## config.mk

```make
export PLATFORM = sky130hd
export DESIGN_NAME = ps2_rx
export DESIGN_NICKNAME = d
export VERILOG_FILES = /design/src/rtl/ps2_rx.sv
export SDC_FILE = /design/constraint.sdc
export NUM_CORES = 1
export LEC_CHECK = 0
export ABC_AREA = 1
export CORE_UTILIZATION = 28
export CTS_CLUSTER_SIZE = 12
export DETAILED_ROUTE_END_ITERATION = 12
export PLACE_DENSITY = 0.57
export SETUP_SLACK_MARGIN = 0.02
export SLEW_MARGIN = 15
export SYNTH_ARGS = -nofsm -noshare
export SYNTH_HDL_FRONTEND = slang
export SYNTH_SLANG_ARGS = --single-unit
```

## constraint.sdc

```tcl
create_clock -name sysClk -period 1.3 [get_ports sysClk]
set_input_delay 0.26 -clock sysClk [delete_from_list [all_inputs] [get_ports sysClk]]
set_output_delay 0.26 -clock sysClk [all_outputs]
set_load 0.005 [all_outputs]
```

## src/rtl/ps2_rx.sv

```systemverilog
// PS/2 keyboard receiver: frames 11-bit serial words into scan bytes
// and folds E0/F0 prefixes into single key events.
module ps2_rx #(
    parameter int TIMEOUT_CYCLES = 5000
) (
    input  logic       sysClk,
    input  logic       reset,
    input  logic       keyClk2,
    input  logic       keyData,
    output logic [7:0] scanByte,
    output logic       byteValid,
    output logic       frameErr,
    output logic [7:0] keyCode,
    output logic       released,
    output logic       extended,
    output logic       keyValid
);

    localparam int TW = (TIMEOUT_CYCLES > 1) ? $clog2(TIMEOUT_CYCLES) : 1;
    localparam logic [TW-1:0] TO_MAX = TW'(TIMEOUT_CYCLES - 1);

    typedef enum logic [1:0] {
        IDLE,
        DATA,
        PARITY,
        STOP
    } state_t;

    state_t        state;
    state_t        state_next;
    logic          data_meta;
    logic          data_sync;
    logic          prev_clk;
    logic          fall;
    logic [7:0]    shift_reg;
    logic [7:0]    shift_next;
    logic [3:0]    bit_cnt;
    logic [3:0]    bit_cnt_next;
    logic          parity_bit;
    logic          parity_next;
    logic [TW-1:0] to_cnt;
    logic [TW-1:0] to_next;
    logic          abort;
    logic          load_byte;
    logic          err_set;
    logic          ext_pend;
    logic          rel_pend;

    assign fall  = prev_clk & ~keyClk2;
    assign abort = (state != IDLE) && !fall && (to_cnt == TO_MAX);

    // Data line is asynchronous to sysClk; idle level is high.
    always_ff @(posedge sysClk) begin
        if (reset) begin
            data_meta <= 1'b1;
            data_sync <= 1'b1;
            prev_clk  <= 1'b1;
        end else begin
            data_meta <= keyData;
            data_sync <= data_meta;
            prev_clk  <= keyClk2;
        end
    end

    always_comb begin
        state_next   = state;
        shift_next   = shift_reg;
        bit_cnt_next = bit_cnt;
        parity_next  = parity_bit;
        load_byte    = 1'b0;
        err_set      = 1'b0;
        if (abort) begin
            state_next   = IDLE;
            shift_next   = 8'h00;
            bit_cnt_next = 4'd0;
            err_set      = 1'b1;
        end else if (fall) begin
            unique case (state)
                IDLE: begin
                    if (!data_sync) begin
                        state_next   = DATA;
                        bit_cnt_next = 4'd0;
                    end
                end
                DATA: begin
                    shift_next   = {data_sync, shift_reg[7:1]};
                    bit_cnt_next = bit_cnt + 4'd1;
                    if (bit_cnt == 4'd7) begin
                        state_next = PARITY;
                    end
                end
                PARITY: begin
                    parity_next = data_sync;
                    state_next  = STOP;
                end
                STOP: begin
                    if (data_sync && ((^shift_reg) ^ parity_bit)) begin
                        load_byte = 1'b1;
                    end else begin
                        err_set = 1'b1;
                    end
                    state_next = IDLE;
                end
                default: state_next = IDLE;
            endcase
        end
    end

    always_comb begin
        to_next = to_cnt;
        if (state == IDLE || fall || abort) begin
            to_next = '0;
        end else if (to_cnt != '1) begin
            to_next = to_cnt + 1'b1;
        end
    end

    always_ff @(posedge sysClk) begin
        if (reset) begin
            state      <= IDLE;
            shift_reg  <= 8'h00;
            bit_cnt    <= 4'd0;
            parity_bit <= 1'b0;
            to_cnt     <= '0;
            scanByte   <= 8'h00;
            byteValid  <= 1'b0;
            frameErr   <= 1'b0;
        end else begin
            state      <= state_next;
            shift_reg  <= shift_next;
            bit_cnt    <= bit_cnt_next;
            parity_bit <= parity_next;
            to_cnt     <= to_next;
            byteValid  <= load_byte;
            frameErr   <= err_set;
            if (load_byte) begin
                scanByte <= shift_reg;
            end
        end
    end

    // Prefix folding runs one cycle behind the framer.
    always_ff @(posedge sysClk) begin
        if (reset) begin
            ext_pend <= 1'b0;
            rel_pend <= 1'b0;
            keyCode  <= 8'h00;
            released <= 1'b0;
            extended <= 1'b0;
            keyValid <= 1'b0;
        end else begin
            keyValid <= 1'b0;
            if (byteValid) begin
                unique case (scanByte)
                    8'hE0: ext_pend <= 1'b1;
                    8'hF0: rel_pend <= 1'b1;
                    default: begin
                        keyCode  <= scanByte;
                        released <= rel_pend;
                        extended <= ext_pend;
                        keyValid <= 1'b1;
                        ext_pend <= 1'b0;
                        rel_pend <= 1'b0;
                    end
                endcase
            end else if (frameErr) begin
                ext_pend <= 1'b0;
                rel_pend <= 1'b0;
            end
        end
    end

endmodule

```

# Word level (Yosys, flattened, before mapping)
# Cells that the tools add are included.
dict set report classes {
  n_bitwise 6
  n_reduce_logical 22
  n_addsub 2
  n_mux 19
  eq_ne 12
}
# operator count
set op_table {}
lappend op_table {{== test 8 bit (second input constant)} 2}
lappend op_table {{adder 13 x 1 -> 13 bit (second input constant)} 1}
lappend op_table {{== test 13 bit (second input constant)} 1}
lappend op_table {{inequality test 13 bit (second input constant)} 1}
lappend op_table {{two-way mux 1 bit} 12}
lappend op_table {{AND reduction 3 bit} 3}
lappend op_table {{inequality test 2 bit (second input constant)} 4}
lappend op_table {{one-hot mux 2 bit (4 select lines)} 1}
lappend op_table {{one-hot mux 4 bit (2 select lines)} 1}
lappend op_table {{AND reduction 2 bit} 4}
lappend op_table {{OR reduction 2 bit} 4}
lappend op_table {{parity 8 bit} 1}
lappend op_table {{nonzero test 2 bit} 3}
lappend op_table {{adder 4 x 1 -> 4 bit (second input constant)} 1}
lappend op_table {{== test 2 bit (second input constant)} 2}
lappend op_table {{== test 4 x 3 -> 1 bit (second input constant)} 1}
lappend op_table {{two-way mux 2 bit} 2}
lappend op_table {{two-way mux 4 bit} 1}
lappend op_table {{NOT 1 bit} 4}
lappend op_table {{one-hot mux 1 bit (2 select lines)} 2}
lappend op_table {{logical AND 1 bit} 3}
lappend op_table {{== test 2 x 1 -> 1 bit (second input constant)} 1}
lappend op_table {{logical NOT 2 bit} 1}
lappend op_table {{logical OR 1 bit} 2}
lappend op_table {{3 further kinds} 3}
dict set report word_totals {
  input_bits 4
  out_inout_bits 21
  register_bits 54
  word_cells 78
}

# Longest topological paths before layout
# Gate-level depths: netlist of the first run.
dict set report depth {
  ltp_word 7
  depth_mapped 12
  ltp_nobuf 12
}

# Worst setup path after synthesis of the first run
# No wires, ideal clock.
dict set report synth_path {
  path_type {flip-flop to flip-flop}
  from {reg state[0]}
  to {reg bit_cnt[3]}
  t_arrival_ps 1343
  stages_incl_launch_ff 8
  setup_ps 120
  n_path_buf 0
  period_less_slack_ps 1462
  path_slack_ps -162
  t_required_ps 1180
  path_cell_list {dfxtp_1 -> inv_1 -> ha_1 -> a21oi_2 -> o21ai_1 -> nor2_1 -> xnor2_1 -> nor3_1}
}
dict set report synth_between {
  elab_chain_cells 4
  word_cells_on_any_way 10
  cone_classes {eq/ne: 2; mux: 1; reduce/logical: 7}
}
# item line_no
set synth_lines {}
lappend synth_lines {{start, declared} 29} ;# state_t state;
lappend synth_lines {{start signal, assigned} 129} ;# state <= state_next;
lappend synth_lines {{branches (longest 4 deep; another with AND reduction 3 bit)} --}
lappend synth_lines {{end signal, assigned} 131} ;# bit_cnt <= bit_cnt_next;
lappend synth_lines {{end, declared} 37} ;# logic [3:0] bit_cnt;
# Parallel ways; which one is timed is not known.
# A chain may end at the register's enable or synchronous reset.

# Worst setup path in the final report of the first run
dict set report layout_path {
  from {reg to_cnt[1]}
  to {reg to_cnt[1]}
}
dict set report layout_between {
  elab_chain_cells 4
  word_cells_on_any_way 6
  cone_classes {add/sub: 1; eq/ne: 2; reduce/logical: 3}
}
# item line_no
set layout_lines {}
lappend layout_lines {{start, declared} 41} ;# logic [TW-1:0] to_cnt;
lappend layout_lines {{start signal, assigned} 133} ;# to_cnt <= to_next;
lappend layout_lines {{branches (longest 4 deep; another with adder 13 x 1 -> 13 bit)} --}
# Parallel ways; which one is timed is not known.

==> results of run 1 <==
## layout by cell type, fill, tap and decap left out, drive strengths merged
master | synthesis | final
o21ai | 10 | 10
nor4 | 1 | 1
xor2 | 4 | 4
nand4 | 11 | 11
nor3b | 1 | 1
o211ai | 1 | 1
clkdlybuf4s50 | 0 | 2
buf | 3 | 95
a31oi | 1 | 1
nand3b | 2 | 2
a21oi | 24 | 24
clkbuf | 4 | 12
inv | 42 | 44
nor2 | 45 | 46
nor3 | 8 | 8
dlygate4sd2 | 0 | 14
nand3 | 27 | 27
xnor2 | 3 | 3
o31ai | 1 | 1
a22o | 10 | 10
nand2 | 76 | 77
clkinv | 1 | 2
ha | 6 | 6
or2 | 3 | 3
dfxtp | 54 | 54
## power by group through the flow
stage	Clock (mW)	Combinational (mW)	Sequential, mW
6_report	1.02	0.199	1.65
5_1_grt	1.12	0.217	1.66
4_1_cts	1.04	0.182	1.66
3_5_place_dp	0	0.142	1.70
3_3_place_gp	0	0.139	1.70
2_1_floorplan	0	0.0838	1.70
## cell families (layout without fill, tap and decap cells)
logic type,count (synthesis),after routing,synth area share (%)
DFF,54,54,43.1
and+or+nand+nor,174,176,32.4
adders and majority gates,6,6,3.00
AOI/OAI and AO/OA,47,47,11.3
buffers and inverters,50,169,7.74
xor gates and xnor gates,7,7,2.45
## worst max-delay path, cell delays in order, from the launching register on
cell,delay [ps]
dfxtp_2,360
ha_4,160
nand2_4,50
inv_2,60
nand2_2,60
nor2_4,190
buf_6,140
nand3_4,110
inv_6,130
nand2_2,60
a21oi_2,100
## layer usage
layer | routed length (um) | vias up | global-route usage [%]
met5 | 0 | - | 0
met4 | 114 | 0 | 4.71
li1 | - | 1347 | -
met2 | 3670 | 39 | 24.9
met1 | 3160 | 1226 | 18.9
met3 | 162 | 10 | 2.46
## worst min-delay path by stage
| stage | startpoint | slack (ps) | end |
|---|---|---|---|
| 6_report | data_meta | 410 | data_sync |
| 5_1_grt | data_meta | 410 | data_sync |
| 4_1_cts | data_meta | 410 | data_sync |
| 3_5_place_dp | data_meta | 400 | data_sync |
| 3_3_place_gp | data_meta | 400 | data_sync |
| 2_1_floorplan | reset | 330 | frameErr |
## metrics by stage
| stage | instance area, um2 | total power, mW | setup WS, ps | instances | hold slack (ps) |
|---|---|---|---|---|---|
| global placement | 3420 | 1.84 | -358 | 531 | 398 |
| floorplan | 2560 | 1.79 | 4.21 | 338 | 329 |
| global route | 4260 | 3.00 | -289 | 567 | 411 |
| finish | 4260 | 2.87 | -183 | 567 | 407 |
| CTS | 3910 | 2.88 | -142 | 557 | 407 |
| detailed placement | 3420 | 1.85 | -379 | 531 | 398 |
## final cells by class
| type | count | area [um2] |
|---|---|---|
| clock buffer | 5 | 68.8 |
| inverter | 43 | 174 |
| tap | 108 | 135 |
| multi-input combinational | 236 | 1710 |
| clock inverter | 3 | 26.3 |
| fill | 811 | 4420 |
| timing repair buffer | 118 | 987 |
| sequential | 54 | 1150 |
## what timing repair did
action                     4_1_cts  5_1_grt
resized for setup              121       92
pin swaps                       25       44
setup endpoints to repair       71       58
hold endpoints to repair         0        0
gates cloned                     3        0
buffers inserted                16       15
==> summary.txt, run 1 <==
Critical path
  – FF-to-FF End: to_cnt[1]
  – Critical-path maximum fanout: 6
  – Worst R2R Path Depth: 10
  – Critical Path AT: 1730 ps
  – Worst setup path end: to_cnt[1]
  – Critical path class: reg2reg
  – Flop2flop setup slack: -180 ps
  – Required time of the worst setup path: 1550 ps
  – Worst Setup SP: to_cnt[1]
  – RR Startpoint: to_cnt[1]
  – CP Launch Type: flip-flop
  – CP Capture Type: flip-flop

Detailed routing
  – First DRT Iteration DRCs: 68
  – Final ANT Viol Nets: 0
  – Drt pass-1 iters: 4
  – Drt via density: 4.62
  – Drt total wl: between 7 and 8 mm
  – DR vias: 2,622
  – Routed len/inst: 12.5 um
  – DRC: 0

Cells and area
  – Synth-to-layout area growth: 69.8%
  – # nets final: 468
  – # diodes: 0
  – Proportion of layout cells with a drive suffix above 1: 56.2%
  – Top reg by flops: to_cnt
  – Largest register FFs: 13
  – Final design utilization: 49.0%

Placement
  – Post-DP HPWL: 4.43 mm
  – Port bufs: 24
  – Routability Congestion: 0.823

Logic synthesis
  – Post-Syn Area: 2510 um2
  – Post-synth top area share: 43.1%
  – Count of cell types in the netlist: 33
  – Post-synth EDFFs: 0
  – Top FF cell, synth: dfxtp_1
  – YS warnings: 0
  – Area leader, netlist: dfxtp_1
  – Sequential element share of the synthesized area: 43.1%
  – Register bit count reported by yosys: 54
  – Ranking of synthesized cells by area: dfxtp_1 43%, nand2_1 11%, inv_1 5.7%
  – Gate Count Post-Synth: 338
  – Post-synth net total: roughly 350
  – Average size of a mapped cell: 7.41 um2
  – Top cells by count, synth: 74 x nand2_1, 54 x dfxtp_1, 38 x inv_1, 38 x nor2_1, 24 x nand3_1
  – Async S/R FF share, synth: 0%
  – Top-count cell post-synth: nand2_1

Timing
  – Setup-failing EPs final: 47
  – Fin crit period: between 1000 and 1500 ps
  – Final Hold Vio Count: 0
  – Post-route clock skew: between 15 and 20 ps
  – Post-route setup slack: -183 ps
  – Unrepaired setup endpoints after global routing: yes
  – Worst Tran Pin Value: 317 ps
  – Slew HR: between 70 and 80%
  – Total Neg Setup Slack: -4520 ps
  – Fin crit share: 114%
  – Slew Limit Fails: 0
  – F_max: 0.674 GHz

Floorplan
  – Initial Util: between 20% and 30%
  – Die area: 9330 um2
  – Ports: 25
  – Die height: 96.6 um
  – Core Area: ~8700 um2
  – Die width: 96.6 um
  – Site row count: 34

CTS
  – Sink Count: 54
  – H-Tree Depth: 2
  – Longest Clk Path Bufs: 2
  – Post-CTS Hold Buffers: 0
  – CTS clk-pin slew, worst paths: 110 ps
  – CTS tree: built
  – Worst skew pair latency: 320 ps
  – Root buf cell: clkbuf_8
  – CTS Buf Count: 5

GRT
  – Vias in the first global route: 2,469
  – Initial antenna violation count: 0
  – Largest net degree at the start of global routing: 20
  – First-pass GRT wire length: around 12 mm
  – Congestion Overflow GR: 0
  – Total GRT Usage: between 10 and 15%

Power and ir drop
  – Sequential fraction of design power: 57.6%
  – Internal: 2.13 mW
  – Switch Pwr: 0.740 mW
  – Sw frac: 25.8%
  – Combinational group share of total power: 6.9%
  – Worst VDD drop: between 0.4 and 0.5 mV
  – Clock share of power: between 30 and 40%
  – PD cells: 675 nW/um2
  – Leakage power: approximately 1.8 nW

Hold path
  – Hold depth: 1
  – Worst min path class: reg2reg

Outcome
  – Violated checks: setup timing
  – Outcome: complete, but fails checks

Job
  – Number of max-cap violations: 0
(Power assumes the default switching activity.)
==> run 2: changes to the inputs <==
--- a/config.mk
+++ b/config.mk
@@ -10,6 +10,7 @@
 export CTS_CLUSTER_SIZE = 12
 export DETAILED_ROUTE_END_ITERATION = 12
 export PLACE_DENSITY = 0.57
+export REMOVE_ABC_BUFFERS = 1
 export SETUP_SLACK_MARGIN = 0.02
 export SLEW_MARGIN = 15
 export SYNTH_ARGS = -nofsm -noshare
==> summary.txt, run 2 (synthesis results as in run 1) <==
Timing
  – Worst Tran Pin Value: a little under 300 ps
  – Fin crit share: 108%
  – Setup-failing EPs final: 46
  – Fin crit period: 1410 ps
  – Slew HR: between 80% and 90%
  – Total Neg Setup Slack: -3280 ps
  – F_max: 0.709 GHz
  – Hold Slack: between 400 and 500 ps
  – Post-route setup slack: -110 ps
  – Post-route clock skew: 9.57 ps
  – Slew Limit Fails: 0
  – Unrepaired setup endpoints after global routing: yes
  – Final Hold Vio Count: 0

Detailed routing
  – DRC: 0
  – Final ANT Viol Nets: 0
  – DR vias: 2,549
  – Drt total wl: 6.51 mm
  – Drt via density: 4.58
  – Routed len/inst: approximately 12 um
  – Drt pass-1 iters: 4
  – First DRT Iteration DRCs: 67

Critical path
  – Worst R2R Path Depth: 6
  – Required time of the worst setup path: 1510 ps
  – Crit-path cells: or2_2 -> nor3_4 -> nand2_2 -> nand2_4 -> clkbuf_16 -> nor3_2
  – Critical Path AT: 1620 ps
  – Critical path class: reg2reg
  – Critical path's slowest cell: dfxtp_1
  – CP Capture Type: flip-flop
  – Worst path max stage delay: 350 ps
  – Critical path buffer and inverter count: 1
  – Top delay family on crit path: simple AND/OR/NAND/NOR gates
  – Critical-path maximum fanout: 7
  – Flop2flop setup slack: -110 ps
  – CP Launch Type: flip-flop
  – RR Startpoint: to_cnt[6]
  – FF-to-FF End: bit_cnt[3]

Cells and area
  – Proportion of layout cells with a drive suffix above 1: 48.9%
  – Top reg by flops: to_cnt
  – Synth-to-layout area growth: 59.9%
  – Largest register FFs: 13
  – # diodes: 0
  – Commonest non-fill, non-tap cell in the layout: buf_4
  – Finished layout cell area: 4010 um2
  – Fill cell count: between 800 and 900
  – # nets final: 458
  – Commonest non-fill, non-tap cells in the layout: 74 x buf_4, 59 x nand2_1, 32 x inv_1

Power and ir drop
  – Leakage power: 1.72 nW
  – PD cells: 697 nW/um2
  – Worst VDD drop: 0.426 mV

Hold path
  – Hold path endpoint: data_sync
  – Hold depth: 1
  – Worst hold start: data_meta
  – Worst min path class: reg2reg

Outcome
  – Violated checks: setup timing
  – Outcome: complete, but fails checks

Job
  – Number of max-cap violations: 0

Placement
  – Post-DP HPWL: roughly 4.5 mm
  – Post-Place Worst Slack: -347 ps
  – Port bufs: 24
  – Routability Congestion: 0.849
  – Placed Area: 3360 um2

CTS
  – H-Tree Depth: 2
  – Worst skew pair latency: between 300 and 400 ps
  – CTS Buf Count: 5
  – Longest Clk Path Bufs: 2
  – CTS tree: built
  – Sink Count: 54
  – Post-CTS Hold Buffers: 0
  – Root buf cell: clkbuf_8
  – CTS clk-pin slew, worst paths: 100 ps

Floorplan
  – Core Area: 8680 um2
  – Ports: 25
  – Initial Util: 28.9%
  – Die height: 96.6 um
  – Die area: 9330 um2
  – Site row count: 34
  – Die width: 96.6 um

GRT
  – First-pass GRT wire length: ~11 mm
  – Vias in the first global route: 2,419
  – Congestion Overflow GR: 0
  – Initial antenna violation count: 0
  – Largest net degree at the start of global routing: 17
  – Total GRT Usage: 13.6%
## run 2: cell types whose count changed in the layout (fill, tap and decap cells not counted), moves of 3 or more
| cell | before | now |
|---|---|---|
| a21oi_1 | 8 | 4 |
| a21oi_2 | 14 | 19 |
| buf_6 | 19 | 7 |
| clkbuf_2 | 7 | 2 |
| clkdlybuf4s15_1 | 0 | 5 |
| dfxtp_1 | 15 | 20 |
| dfxtp_4 | 8 | 3 |
| inv_1 | 28 | 32 |
| inv_2 | 10 | 7 |
| nand2_1 | 46 | 59 |
| nand2_2 | 22 | 12 |
| nor2_4 | 12 | 8 |
## run 2: timing repair
action,in CTS,in global routing
gates resized for setup,105,60
hold endpoints to repair,0,0
gates cloned,2,1
pin swaps,27,18
buffers inserted,16,2
endpoints found under the setup margin,70,50
## run 2: power by group
group	total (mW)	internal (mW)	switching, mW
clock	0.937	0.374	0.563
combinational	0.195	0.0918	0.104
sequential	1.66	1.65	0.00575
total	2.79	2.12	0.672
## run 2: metrics by stage
step           cells  util, %  total power [mW]
6_report         556     46.2              2.79
2_1_floorplan    331        -              1.77
4_1_cts          553     43.4              2.80
3_3_place_gp     528     38.7              1.85
3_5_place_dp     528     38.7              1.85
5_1_grt          556     46.2              2.91
## run 2: how the worst max path moves through the flow
stage                 start           end  slack, ps  cells past startpoint
2_1_floorplan      state[0]    bit_cnt[3]       -180                      7
3_3_place_gp        keyClk2    to_cnt[10]       -320                      9
3_5_place_dp        keyClk2   scanByte[1]       -350                      9
4_1_cts           to_cnt[8]  shift_reg[7]       -120                      8
5_1_grt        shift_reg[2]   scanByte[5]       -250                     11
6_report          to_cnt[6]    bit_cnt[3]       -110                      6
## run 2: per-layer routing
layer / routed length [um] / track usage (%)
met3: 206 / 2.38
met4: 90 / 3.79
met2: 3270 / 23.2
met1: 2950 / 17.7
met5: 0 / 0
## run 2: layout make-up
| type | count | area, um2 | share of cell area, % |
|---|---|---|---|
| Timing Repair Buffer | 109 | 951 | 23.7 |
| Clock buffer | 5 | 68.8 | 1.72 |
| Clock inverter | 2 | 13.8 | 0.343 |
| Multi-Input combinational cell | 235 | 1540 | 38.3 |
| Sequential cell | 54 | 1130 | 28.2 |
| Tap cell | 108 | 135 | 3.37 |
| Inverter | 43 | 171 | 4.28 |
==> run 3: changes to the inputs <==
--- a/config.mk
+++ b/config.mk
@@ -12,6 +12,7 @@
 export PLACE_DENSITY = 0.57
 export REMOVE_ABC_BUFFERS = 1
 export SETUP_SLACK_MARGIN = 0.02
+export SKIP_LAST_GASP = 1
 export SLEW_MARGIN = 15
 export SYNTH_ARGS = -nofsm -noshare
 export SYNTH_HDL_FRONTEND = slang
==> summary.txt, run 3 (synthesis results as in run 1) <==
Placement
  – Post-Place Worst Slack: -347 ps
  – Routability Congestion: 0.849
  – Placed cell count: about 530
  – Post-DP HPWL: around 4.5 mm
  – Port bufs: 24

Power and ir drop
  – Worst VDD drop: 0.424 mV
  – PD cells: 695 nW/um2
  – Leakage power: about 1.7 nW

GRT
  – Congestion Overflow GR: 0
  – Largest net degree at the start of global routing: 17
  – Vias in the first global route: approximately 2,400
  – Global Route met3 Usage: between 2 and 2.5%
  – Most Crowded Layer GR: met2
  – First-pass GRT wire length: around 11 mm
  – Initial antenna violation count: 0
  – Met2 Use GR: a little under a quarter
  – Grt met1 use: 17.7%
  – Total GRT Usage: between 10 and 15%

Cells and area
  – Proportion of layout cells with a drive suffix above 1: 48.4%
  – # nets final: around 460
  – Commonest non-fill, non-tap cells in the layout: 74 x buf_4, 59 x nand2_1, 32 x inv_1
  – Largest register FFs: 13
  – # diodes: 0
  – Final non-filler cell total: ~560
  – Commonest non-fill, non-tap cell in the layout: buf_4
  – Top reg by flops: to_cnt
  – Synth-to-layout area growth: 60.1%

Hold path
  – Hold path endpoint: data_sync
  – Worst hold start: data_meta
  – Hold depth: 1
  – Worst min path class: reg2reg

Critical path
  – RR Startpoint: to_cnt[6]
  – FF-to-FF End: bit_cnt[3]
  – CP Capture Type: flip-flop
  – CP Launch Type: flip-flop
  – Critical-path maximum fanout: 7
  – Critical Path AT: 1620 ps
  – Worst Setup SP: to_cnt[6]
  – Critical path's slowest cell: dfxtp_1
  – Worst R2R Path Depth: 6
  – Flop2flop setup slack: -110 ps
  – Crit-path cells: or2_2 -> nor3_4 -> nand2_2 -> nand2_4 -> clkbuf_16 -> nor3_2
  – Required time of the worst setup path: 1510 ps
  – Critical path class: reg2reg
  – Worst path max stage delay: 350 ps

Timing
  – Slew HR: between 80 and 90%
  – Post-route clock skew: 9.40 ps
  – Final Hold Vio Count: 0
  – Fin crit period: 1410 ps
  – Slew Limit Fails: 0
  – Unrepaired setup endpoints after global routing: yes
  – Setup-failing EPs final: 46
  – F_max: 0.710 GHz
  – Worst Tran Pin Value: 284 ps
  – Post-route setup slack: -109 ps
  – Fin crit share: 108%

Floorplan
  – Core Area: 8680 um2
  – Site row count: 34
  – Die width: 96.6 um
  – Initial Util: 28.9%
  – Die area: about 9300 um2
  – Die height: 96.6 um
  – Ports: 25

Job
  – Number of max-cap violations: 0

Detailed routing
  – Final ANT Viol Nets: 0
  – Drt total wl: 6.54 mm
  – Routed len/inst: between 10 and 15 um
  – First DRT Iteration DRCs: between 60 and 70
  – DR vias: 2,533
  – Drt pass-1 iters: 4
  – DRC: 0
  – Drt via density: about 4.6

CTS
  – CTS Buf Count: 5
  – Post-CTS Hold Buffers: 0
  – Worst skew pair latency: 310 ps
  – H-Tree Depth: 2
  – Sink Count: 54
  – Longest Clk Path Bufs: 2
  – Root buf cell: clkbuf_8
  – CTS tree: built
  – CTS clk-pin slew, worst paths: 100 ps

Outcome
  – Outcome: complete, but fails checks
  – Violated checks: setup timing
run 3: worst max path at each step:
| stage | to | slack, ps | cells after the start |
|---|---|---|---|
| floorplan | bit_cnt[3] | -180 | 7 |
| global placement | to_cnt[10] | -320 | 9 |
| detailed placement | scanByte[1] | -350 | 9 |
| CTS | shift_reg[7] | -120 | 8 |
| global route | scanByte[5] | -250 | 11 |
| finish | bit_cnt[3] | -110 | 6 |
run 3: final cells by class:
type,count,area [um2]
clock inverter,2,13.8
sequential,54,1130
tap,108,135
clock buffer,5,68.8
inverter,43,171
timing repair buffer,109,961
fill,879,4670
multi-input combinational,235,1530
run 3: metrics by stage:
step	power [mW]	setup TNS, ps	utilization [%]	hold slack [ps]	area, um2
detailed placement	1.85	-13800	38.7	399	3360
global placement	1.85	-13310	38.7	399	3360
CTS	2.80	-3740	43.4	428	3760
floorplan	1.77	-1110	-	329	2470
finish	2.79	-3310	46.2	424	4010
global route	2.91	-7180	46.2	442	4010
run 3: report_power, final:
group | total (mW) | switching, mW | internal, mW
registers | 1.66 | 0.00580 | 1.65
clock network | 0.934 | 0.560 | 0.374
logic | 0.195 | 0.104 | 0.0918
total | 2.79 | 0.669 | 2.12
run 3: critical path: cells and delay by family (launching register included):
| family | cells | cell delay [ps] |
|---|---|---|
| and+or+nand+nor | 5 | 790 |
| buffers and inverters | 1 | 160 |
| DFF | 1 | 350 |
run 3: what timing repair did:
action                                 in CTS  in global routing
buffers inserted                           16                  2
gates cloned                                2                  1
resized for setup                         104                 58
setup endpoints to repair                  70                 50
endpoints found under the hold margin       0                  0
pin swaps                                  27                 18
run 3: layer usage:
metal / wire, um / part of all wire [%] / vias to the layer above
li1: - / - / 1325
met1: 2990 / 46 / 1167
met2: 3280 / 50 / 32
met3: 168 / 2.6 / 9
met4: 90 / 1.4 / 0
met5: 0 / 0 / -
